<file path="src/rtl/muldiv_sequencer_pkg.sv">
// Shared op codes, FSM state type and controller decode helpers for the
// multiply/divide sequencer.
package muldiv_sequencer_pkg;

  localparam logic [1:0] MD_MULT  = 2'b00;
  localparam logic [1:0] MD_MULTU = 2'b01;
  localparam logic [1:0] MD_DIV   = 2'b10;
  localparam logic [1:0] MD_DIVU  = 2'b11;

  localparam logic [3:0] ALU_MUL  = 4'd10;
  localparam logic [3:0] ALU_MULU = 4'd11;
  localparam logic [3:0] ALU_DIV  = 4'd12;
  localparam logic [3:0] ALU_DIVU = 4'd13;

  typedef enum logic [2:0] {
    IDLE,
    PREP,
    RUN,
    FIX,
    DONE
  } md_state_t;

  function automatic logic mdIsDiv(input logic [1:0] op);
    return op[1];
  endfunction

  function automatic logic mdIsSigned(input logic [1:0] op);
    return ~op[0];
  endfunction

  // Lets the controller turn its alu_control code into the sequencer op.
  function automatic logic [1:0] aluToMdOp(input logic [3:0] aluCtl);
    logic [1:0] op;
    op = MD_MULT;
    case (aluCtl)
      ALU_MUL:  op = MD_MULT;
      ALU_MULU: op = MD_MULTU;
      ALU_DIV:  op = MD_DIV;
      ALU_DIVU: op = MD_DIVU;
      default:  op = MD_MULT;
    endcase
    return op;
  endfunction

endpackage

</file>
<file path="src/rtl/muldiv_sequencer_if.sv">
// Decode-side handshake and HI/LO result bundle between the controller
// (master) and the multiply/divide sequencer (slave).
interface muldiv_sequencer_if #(
  parameter int WIDTH = 32
);

  logic             start;
  logic [1:0]       op;
  logic [WIDTH-1:0] rs_val;
  logic [WIDTH-1:0] rt_val;
  logic             flush;
  logic             hilo_rd;

  logic             busy;
  logic             stall;
  logic             done;
  logic             div_by_zero;
  logic [WIDTH-1:0] hi;
  logic [WIDTH-1:0] lo;

  modport master (
    output start, op, rs_val, rt_val, flush, hilo_rd,
    input  busy, stall, done, div_by_zero, hi, lo
  );

  modport slave (
    input  start, op, rs_val, rt_val, flush, hilo_rd,
    output busy, stall, done, div_by_zero, hi, lo
  );

endinterface

</file>
<file path="src/rtl/muldiv_sequencer_step.sv">
// One iteration of the unsigned multiply (add then shift right) or
// restoring divide (shift left then trial subtract) on {accHi, accLo}.
module muldiv_sequencer_step #(
  parameter int WIDTH = 32
) (
  input  logic             i_isDiv,
  input  logic [WIDTH-1:0] i_accHi,
  input  logic [WIDTH-1:0] i_accLo,
  input  logic [WIDTH-1:0] i_operand,
  output logic [WIDTH-1:0] o_accHi,
  output logic [WIDTH-1:0] o_accLo
);

  logic [WIDTH:0] w_mulSum;
  logic [WIDTH:0] w_divRem;
  logic [WIDTH:0] w_divDiff;

  // Bit WIDTH of the trial difference is the borrow: set means the divisor
  // did not fit and the shifted remainder is kept.
  always_comb begin
    w_mulSum  = i_accLo[0] ? ({1'b0, i_accHi} + {1'b0, i_operand}) : {1'b0, i_accHi};
    w_divRem  = {i_accHi, i_accLo[WIDTH-1]};
    w_divDiff = w_divRem - {1'b0, i_operand};

    if (i_isDiv) begin
      if (!w_divDiff[WIDTH]) begin
        o_accHi = w_divDiff[WIDTH-1:0];
        o_accLo = {i_accLo[WIDTH-2:0], 1'b1};
      end else begin
        o_accHi = w_divRem[WIDTH-1:0];
        o_accLo = {i_accLo[WIDTH-2:0], 1'b0};
      end
    end else begin
      o_accHi = w_mulSum[WIDTH:1];
      o_accLo = {w_mulSum[0], i_accLo[WIDTH-1:1]};
    end
  end

endmodule

</file>
<file path="src/rtl/muldiv_sequencer.sv">
// Multi-cycle MULT/MULTU/DIV/DIVU sequencer: works on magnitudes one bit per
// cycle, fixes signs at the end and commits HI/LO only when entering DONE.
module muldiv_sequencer
  import muldiv_sequencer_pkg::*;
#(
  parameter int WIDTH = 32,
  parameter int CNT_W = 6
) (
  input  logic              clk,
  input  logic              rst_n,
  muldiv_sequencer_if.slave bus
);

  md_state_t r_state;
  md_state_t w_nextState;

  logic [CNT_W-1:0] r_cnt;
  logic [1:0]       r_op;
  logic             r_signed;
  logic [WIDTH-1:0] r_a;
  logic [WIDTH-1:0] r_b;
  logic [WIDTH-1:0] r_accHi;
  logic [WIDTH-1:0] r_accLo;
  logic [WIDTH-1:0] r_operand;
  logic [WIDTH-1:0] r_hi;
  logic [WIDTH-1:0] r_lo;
  logic             r_negLo;
  logic             r_negHi;
  logic             r_dbz;

  logic               w_isDiv;
  logic               w_divZero;
  logic [WIDTH-1:0]   w_absA;
  logic [WIDTH-1:0]   w_absB;
  logic [WIDTH-1:0]   w_stepHi;
  logic [WIDTH-1:0]   w_stepLo;
  logic [WIDTH-1:0]   w_fixHi;
  logic [WIDTH-1:0]   w_fixLo;
  logic [2*WIDTH-1:0] w_prod;

  muldiv_sequencer_step #(
    .WIDTH(WIDTH)
  ) u_step (
    .i_isDiv  (w_isDiv),
    .i_accHi  (r_accHi),
    .i_accLo  (r_accLo),
    .i_operand(r_operand),
    .o_accHi  (w_stepHi),
    .o_accLo  (w_stepLo)
  );

  always_ff @(posedge clk) begin
    if (!rst_n) begin
      r_state <= IDLE;
    end else begin
      r_state <= w_nextState;
    end
  end

  // flush beats start in IDLE and aborts PREP/RUN/FIX, but DONE always commits.
  always_comb begin
    w_nextState = r_state;
    case (r_state)
      IDLE: begin
        if (bus.flush) begin
          w_nextState = IDLE;
        end else if (bus.start) begin
          w_nextState = PREP;
        end
      end
      PREP: begin
        if (bus.flush) begin
          w_nextState = IDLE;
        end else if (w_divZero) begin
          w_nextState = DONE;
        end else begin
          w_nextState = RUN;
        end
      end
      RUN: begin
        if (bus.flush) begin
          w_nextState = IDLE;
        end else if (r_cnt == '0) begin
          w_nextState = FIX;
        end
      end
      FIX: begin
        if (bus.flush) begin
          w_nextState = IDLE;
        end else begin
          w_nextState = DONE;
        end
      end
      DONE:    w_nextState = IDLE;
      default: w_nextState = IDLE;
    endcase
  end

  always_comb begin
    bus.busy        = (r_state != IDLE);
    bus.stall       = (r_state != IDLE) && (bus.hilo_rd || bus.start);
    bus.done        = (r_state == DONE);
    bus.div_by_zero = (r_state == DONE) && r_dbz;
    bus.hi          = r_hi;
    bus.lo          = r_lo;
  end

  // Multiply negates the full double-width product; divide negates quotient
  // and remainder independently (remainder follows the dividend's sign).
  always_comb begin
    w_isDiv   = mdIsDiv(r_op);
    w_divZero = w_isDiv && (r_b == '0);
    w_absA    = (r_signed && r_a[WIDTH-1]) ? -r_a : r_a;
    w_absB    = (r_signed && r_b[WIDTH-1]) ? -r_b : r_b;
    w_prod    = r_negLo ? -{r_accHi, r_accLo} : {r_accHi, r_accLo};
    w_fixHi   = w_prod[2*WIDTH-1:WIDTH];
    w_fixLo   = w_prod[WIDTH-1:0];
    if (w_isDiv) begin
      w_fixHi = r_negHi ? -r_accHi : r_accHi;
      w_fixLo = r_negLo ? -r_accLo : r_accLo;
    end
  end

  always_ff @(posedge clk) begin
    if (!rst_n) begin
      r_cnt     <= '0;
      r_op      <= MD_MULT;
      r_signed  <= 1'b0;
      r_a       <= '0;
      r_b       <= '0;
      r_accHi   <= '0;
      r_accLo   <= '0;
      r_operand <= '0;
      r_negLo   <= 1'b0;
      r_negHi   <= 1'b0;
      r_dbz     <= 1'b0;
      r_hi      <= '0;
      r_lo      <= '0;
    end else begin
      case (r_state)
        IDLE: begin
          if (w_nextState == PREP) begin
            r_op     <= bus.op;
            r_signed <= mdIsSigned(bus.op);
            r_a      <= bus.rs_val;
            r_b      <= bus.rt_val;
          end
        end
        PREP: begin
          r_accHi   <= '0;
          r_accLo   <= w_absA;
          r_operand <= w_absB;
          r_cnt     <= CNT_W'(WIDTH - 1);
          r_negLo   <= r_signed && (r_a[WIDTH-1] ^ r_b[WIDTH-1]);
          r_negHi   <= r_signed && r_a[WIDTH-1];
          r_dbz     <= w_divZero;
        end
        RUN: begin
          r_accHi <= w_stepHi;
          r_accLo <= w_stepLo;
          if (r_cnt != '0) begin
            r_cnt <= r_cnt - CNT_W'(1);
          end
        end
        default: begin
        end
      endcase

      // HI/LO are visible during the DONE cycle itself, alongside the done pulse.
      if (w_nextState == DONE) begin
        if (r_state == PREP) begin
          r_hi <= r_a;
          r_lo <= '1;
        end else begin
          r_hi <= w_fixHi;
          r_lo <= w_fixLo;
        end
      end
    end
  end

endmodule
</file>
<file path="src/flat_wrapper.sv">
// flat-port wrapper written by rule: the top's interface ports become plain ports
module muldiv_sequencer_flat import muldiv_sequencer_pkg::*;
#(
  parameter int WIDTH = 32,
  parameter int CNT_W = 6
)
  (clk, rst_n, bus_start, bus_op, bus_rs_val, bus_rt_val, bus_flush, bus_hilo_rd, bus_busy, bus_stall, bus_done, bus_div_by_zero, bus_hi, bus_lo);
  muldiv_sequencer_if #(.WIDTH(WIDTH)) bus_i ();
  input  logic clk;
  input  logic rst_n;
  input wire logic [$bits(bus_i.start)-1:0] bus_start;
  input wire logic [$bits(bus_i.op)-1:0] bus_op;
  input wire logic [$bits(bus_i.rs_val)-1:0] bus_rs_val;
  input wire logic [$bits(bus_i.rt_val)-1:0] bus_rt_val;
  input wire logic [$bits(bus_i.flush)-1:0] bus_flush;
  input wire logic [$bits(bus_i.hilo_rd)-1:0] bus_hilo_rd;
  output wire logic [$bits(bus_i.busy)-1:0] bus_busy;
  output wire logic [$bits(bus_i.stall)-1:0] bus_stall;
  output wire logic [$bits(bus_i.done)-1:0] bus_done;
  output wire logic [$bits(bus_i.div_by_zero)-1:0] bus_div_by_zero;
  output wire logic [$bits(bus_i.hi)-1:0] bus_hi;
  output wire logic [$bits(bus_i.lo)-1:0] bus_lo;
  assign bus_i.start = bus_start;
  assign bus_i.op = bus_op;
  assign bus_i.rs_val = bus_rs_val;
  assign bus_i.rt_val = bus_rt_val;
  assign bus_i.flush = bus_flush;
  assign bus_i.hilo_rd = bus_hilo_rd;
  assign bus_busy = bus_i.busy;
  assign bus_stall = bus_i.stall;
  assign bus_done = bus_i.done;
  assign bus_div_by_zero = bus_i.div_by_zero;
  assign bus_hi = bus_i.hi;
  assign bus_lo = bus_i.lo;
  muldiv_sequencer #(.WIDTH(WIDTH), .CNT_W(CNT_W)) u_core (.clk(clk), .rst_n(rst_n), .bus(bus_i));
endmodule
</file>
<file path="config.mk">
export PLATFORM = sky130hd
export DESIGN_NAME = muldiv_sequencer_flat
export DESIGN_NICKNAME = d
export VERILOG_FILES = /design/src/rtl/muldiv_sequencer_pkg.sv /design/src/rtl/muldiv_sequencer_if.sv /design/src/rtl/muldiv_sequencer_step.sv /design/src/rtl/muldiv_sequencer.sv /design/src/flat_wrapper.sv
export SDC_FILE = /design/constraint.sdc
export NUM_CORES = 1
export LEC_CHECK = 0
export BUFFER_PORTS_ARGS = -buffer_cell sky130_fd_sc_hd__buf_2
export CAP_MARGIN = 20
export CORE_MARGIN = 2
export CORE_UTILIZATION = 60
export CTS_CLUSTER_SIZE = 24
export DETAILED_ROUTE_END_ITERATION = 7
export PLACE_DENSITY = 0.84
export RECOVER_POWER = 50
export SLEW_MARGIN = 10
export SYNTH_ARGS = -nofsm -noshare
export SYNTH_HDL_FRONTEND = slang
export SYNTH_SLANG_ARGS = --single-unit
</file>
<file path="constraint.sdc">
create_clock -name clk -period 3.6 [get_ports clk]
set_input_delay 0.18 -clock clk [delete_from_list [all_inputs] [get_ports clk]]
set_output_delay 0.18 -clock clk [all_outputs]
set_load 0.03 [all_outputs]
</file>
Yosys cells after proc, flatten, opt, wreduce, memory -nomap -nowiden
Cells that the tools add are included.
- muxes and demuxes: 26
- order comparisons: 0
- div/mod/pow operators: 0
- multipliers: 0
- reductions and logical operators: 15
- shifts and indexed selects: 0
- $add $sub $neg: 8
- bitwise logic cells: 2
- eq/ne operators: 7
- operator list (cell ; number):
    32-bit two-way mux ; 11
    32-bit negator ; 4
    32-bit case mux with 2 select lines ; 2
    64-bit two-way mux ; 1
    64-bit negator ; 1
    32-bit by 32-bit adder with 33-bit output ; 1
    33-bit two-way mux ; 1
    33-bit by 32-bit subtractor with 33-bit output ; 1
    32-bit zero test ; 1
    3-bit two-way mux ; 7
    3-bit case mux with 4 select lines ; 1
    6-bit case mux with 2 select lines ; 1
    3-bit by 1-bit equality test with 1-bit output, second input constant ; 2
    3-bit by 2-bit equality test with 1-bit output, second input constant ; 2
    3-bit equality test, second input constant ; 2
    1-bit logical AND ; 6
    6-bit zero test ; 1
    6-bit two-way mux ; 1
    6-bit nonzero test ; 1
    6-bit by 1-bit subtractor with 6-bit output, second input constant ; 1
    2-bit AND reduction ; 2
    3-bit zero test ; 1
    3-bit nonzero test ; 1
    2-bit by 1-bit != test with 1-bit output, second input constant ; 1
    5 further kinds ; 5
- latch bits: 0
- ROM bits: 0
- memory bits (writable): 0
- memories kept: 0
- input bits: 71
- register bits after elaboration: 239
- output and inout bits: 68

Depth between registers and ports, before layout
- word-level depth: 7
- depth in mapped cells: 14
- mapped depth without buffers: 12

Modules after synthesis
From an unflattened synthesis, not the netlist that was laid out.
- cell total of the unflattened synthesis: 2188
- area, all modules: 16766.1 um^2
- modules (own cells, without submodules) (module ; seq. area each (um^2) ; area each (um^2) ; times used ; cells each):
    muldiv_sequencer ; 4764.6 ; 11936.4 ; 1 ; 1507
    muldiv_sequencer_step ; 0.0 ; 4829.6 ; 1 ; 681

Least setup slack after synthesis
No wires, ideal clock.
- kind: reg-to-reg
- start point: reg u_core.r_accLo[31]
- end point: reg u_core.r_accHi[11]
- arrival: 3.077 ns
- path buffers: 2
- clock period less this slack: 3.213 ns
- stages on the path, launching flop included: 14
- path slack: 0.387 ns
- data required time: 3.463 ns
- path through: dfxtp_1 clkbuf_1 inv_1 ha_1 fa_1 nand2b_1 a21oi_1 o21a_1 o211ai_1 nand3_1 xor2_1 clkbuf_1 mux2i_1 o221ai_1
- cells in the longest elaborated chain, start to end: 4
- RTL lines (what ; line ; source):
    start, declared ; muldiv_sequencer.sv:23 ; logic [WIDTH-1:0] r_accLo;
    start signal, assigned ; muldiv_sequencer.sv:151 ; r_accLo <= w_absA;
    start signal, assigned ; muldiv_sequencer.sv:160 ; r_accLo <= w_stepLo;
    33-bit by 32-bit subtractor with 33-bit output ; muldiv_sequencer_step.sv:23 ; w_divDiff = w_divRem - {1'b0, i_operand};
    32-bit two-way mux ; muldiv_sequencer_step.sv:26 ; if (!w_divDiff[WIDTH]) begin
    32-bit two-way mux ; muldiv_sequencer_step.sv:25 ; if (i_isDiv) begin
    32-bit case mux with 2 select lines ; muldiv_sequencer.sv:140 ; case (r_state)
    end signal, assigned ; muldiv_sequencer.sv:159 ; r_accHi <= w_stepHi;
    end, declared ; muldiv_sequencer.sv:22 ; logic [WIDTH-1:0] r_accHi;
No other way between the ends.
A chain may end at the register's enable or synchronous reset.

Worst setup path after layout
- start point: reg u_core.r_b[11]
- end point: reg u_core.r_lo[12] (netlist: u_core.bus.lo[12])
- cells in the longest elaborated chain, start to end: 6
- RTL lines (what ; line ; source):
    start, declared ; muldiv_sequencer.sv:21 ; logic [WIDTH-1:0] r_b;
    start signal, assigned ; muldiv_sequencer.sv:146 ; r_b <= bus.rt_val;
    32-bit zero test ; muldiv_sequencer.sv:112 ; w_divZero = w_isDiv && (r_b == '0);
    1-bit logical AND ; muldiv_sequencer.sv:112 ;
    3-bit two-way mux ; muldiv_sequencer.sv:74 ; end else if (w_divZero) begin
    3-bit two-way mux ; muldiv_sequencer.sv:72 ; if (bus.flush) begin
    3-bit case mux with 4 select lines ; muldiv_sequencer.sv:63 ; case (r_state)
    3-bit equality test ; muldiv_sequencer.sv:170 ; if (w_nextState == DONE) begin
    end signal, assigned ; muldiv_sequencer.sv:176 ; r_lo <= w_fixLo;
    end, declared ; muldiv_sequencer.sv:26 ; logic [WIDTH-1:0] r_lo;
No other way between the ends.

==> reports/results.ini <==
[sta]
clock_skew_ns = 0.0131
rsz0062_at_grt = no
period_needed_ns = 3.51
max_slew_margin = 0.0492
fin_ws_ns = 0.0876
setup_viol_count_final = 0
tightest_slew_ns = 1.43
fin_setup_tns_ns = 0
hold_ws_ns = 0.356
slew_viol_final = 0
period_share = 0.976
timing.fmax_mhz = 285
hold_viol = 0

[pwr]
p_per_area_nw_per_um2 = 392
peakVddDrop_mv = 0.480
static-leakage-power_nw = 7.41
power.total_mw = 7.52

[critical_path]
crit_arrival_ns = 3.97
cp_num_cells = 9
path_class = flop to flop
required_ns = 4.06
critPathTopFamily = simple AND/OR/NAND/NOR gates
cp_max_fo = 20
r2r_slack_ns = 0.09
worstSetupEndpointType = flop
worstReg2RegEnd = u_core.bus.lo[12]
path_cells = or3_1 -> or4_4 -> nor4_4 -> nand3_1 -> nor4_2 -> o21a_2 -> buf_4 -> nor2_1 -> a311oi_1
rr_startpoint = u_core.r_b[11]
cp_slowest_cell = o21a_2
start_kind = flop
worst_r2r_path_depth = 9
critPathBufInv = 1
worst_path_largest_cell_delay_ns = 0.58

[yosys]
synth-seq-area-share = 0.288
synth_compound_area_frac = 0.280
async_flop_share = 0
synthCells = 2193
synth_seq_cells = 238
synth-adder-area-share = 0.0546
synth.distinct_cells = 80
synth_area_per_cell_sq_um = 7.54
yosys.area_share.simple = 0.204
synth_area_leaders = dfxtp_1 (29%), a21oi_1 (7.1%), nand2_1 (6.7%)
synth_commonest_cells = nand2_1 (294), dfxtp_1 (238), a21oi_1 (236), nor2_1 (167), clkbuf_1 (135)
yosysMostFrequentCell = nand2_1
synth_area_sq_um = 16500
synth_flop_cell = dfxtp_1
synthMuxAreaShare = 0.0343
synth-edff-count = 0
synth_top_cell_area_share = 0.288
synth_top_area_cell = dfxtp_1
synth_xor_area_frac = 0.0837
yosys_warnings = 0
syn_nets = 2335
synth_top_family_by_area = compound AO/OA/AOI/OAI gates

[global_routing]
grt_start_max_net_pins = 174
grtUsageTotal = 0.412
grt_pass1_wl_um = 94400
grt_pass1_vias = 17000
overflow = 0
grt_antenna_before_repair = 1

[route]
drt_iter0_drc = 2577
routed_wirelength_um = 61000
antenna_left = 0
num_vias = 18200
drc = 0
firstDrtPassIters = 8
wire_per_inst_um = 22.7
vias_per_cell = 6.75

[final_layout]
fin_area_sq_um = 19200
diodes = 0
synthToLayoutAreaGrowth_pct = 16.0
fillers = 2139
fin_nets = 2475
drive_above_1_share = 0.0932

[cts]
cts_hold_buf = 68
cts_setup_buffers = 0
clkTransAtPathRegs_ns = 0.06
cts-root-buf = clkbuf_16
clock_sinks = 238
clk_path_buf_depth = 3
clock_latency_ns = 0.57
h-tree-depth = 1
cts_tree = built
cts_resized = 0
cts_inserted_buffers = 27

[placement]
dp_hpwl_um = 41500
place_ws_ns = 0.267
placed_area_sq_um = 17600
port_buffers = 138
place.gp.congestion = 1.01

[min_path]
hp-start = bus_op[0]
hold_class = input pin to flop
holdPathStages = 3
holdPathEnd = u_core.r_signed

[flow_run]
maxCapViolations = 0

[die]
core-area_sq_um = 27000
start_util = 0.612
die_h_um = 170
io_pins = 139
die_w_um = 170
die_area_sq_um = 28900
rows = 60

[run_status]
status = finished, final reports clean

## worst register-to-register path, cell delays in order, from the launching register on
cell	delay (ns)
dfxtp_1	0.35
or3_1	0.45
or4_4	0.55
nor4_4	0.32
nand3_1	0.21
nor4_2	0.28
o21a_2	0.58
buf_4	0.32
nor2_1	0.07
a311oi_1	0.28
## area by class of cell
type	instances	area, sq um	area share
Clock buffer	33	728	0.0380
Clock inverter	14	268	0.0140
Inverter	66	250	0.0130
Multi-Input combinational cell	1724	10900	0.568
Sequential cell	238	4770	0.249
Tap cell	341	427	0.0222
Timing Repair Buffer	276	1850	0.0966
## per-layer routing
metal	global-route usage	wire length, um	vias to the layer above
met2	0.627	26200	1267
li1	-	-	8224
met5	0	0	-
met4	0.128	1810	0
met1	0.573	24900	8510
met3	0.105	8160	176
## registers in the layout, indices dropped and copies added (netlist names)
register          cells
u_core.r_accLo       32
u_core.r_signed       1
u_core.r_accHi       32
u_core.bus.lo        32
u_core.r_state        3
u_core.r_op           1
u_core.r_operand     32
u_core.r_negHi        1
u_core.r_b           32
u_core.bus.hi        32
u_core.r_a           32
u_core.r_dbz          1
u_core.r_negLo        1
u_core.r_cnt          6
## worst max path at each step
stage / from / end / slack, ns
final: u_core.r_b[11] / u_core.bus.lo[12] / 0.09
after detailed placement: u_core.r_b[10] / u_core.bus.lo[12] / 0.27
after CTS: u_core.r_b[10] / u_core.bus.lo[12] / 0.27
after global placement: u_core.r_accHi[0] / u_core.r_accHi[25] / 0.40
after global routing: u_core.r_b[10] / u_core.bus.lo[14] / 0.05
after floorplan: u_core.r_accLo[31] / u_core.r_accHi[11] / 0.39
## logic make-up (layout without fill, tap and decap cells)
group | count (synthesis) | count (layout)
xor+xnor | 158 | 158
mux | 56 | 56
buf+inv | 231 | 389
compound gates | 716 | 716
simple gates | 723 | 723
flops | 238 | 238
fa+ha+maj | 71 | 71
## cell usage in the layout, fill, tap and decap left out, types with 8 or more instances in the layout
cell / netlist / layout
xnor2_1: 89 / 89
o21ai_0: 132 / 132
ha_1: 69 / 69
a211oi_1: 89 / 89
mux2i_1: 51 / 51
o211ai_1: 24 / 24
nor4_1: 25 / 25
nand2b_1: 15 / 15
a21oi_1: 236 / 236
a21o_1: 30 / 30
o21a_1: 11 / 10
or4_1: 13 / 13
buf_2: 12 / 70
o21bai_1: 15 / 15
nand4_1: 12 / 12
or3_1: 35 / 35
buf_4: 3 / 59
clkbuf_1: 135 / 76
nor2_1: 167 / 165
nor2b_1: 13 / 13
a311oi_1: 33 / 33
and2_1: 12 / 11
inv_1: 65 / 64
and3_1: 9 / 9
nor3_1: 51 / 51
clkbuf_16: 0 / 27
a211o_1: 10 / 10
xor2_1: 69 / 68
nand2_1: 294 / 294
dfxtp_1: 238 / 237
o31ai_1: 15 / 15
a22o_1: 8 / 8
dlygate4sd3_1: 0 / 68
o31a_1: 8 / 8
nand3_1: 43 / 43
a31oi_1: 30 / 30
## through the flow
stage / std cells / util
after detailed placement: 2576 / 0.652
after global routing: 2692 / 0.710
after floorplan: 2193 / -
after CTS: 2691 / 0.714
after global placement: 2576 / 0.652
final: 2692 / 0.710
## power by group
part | total [mW] | internal (mW) | switching, mW
sequential | 2.88 | 2.73 | 0.150
clock | 3.16 | 1.94 | 1.22
combinational | 1.48 | 0.569 | 0.915
total | 7.52 | 5.23 | 2.28
(Power assumes the default switching activity.)
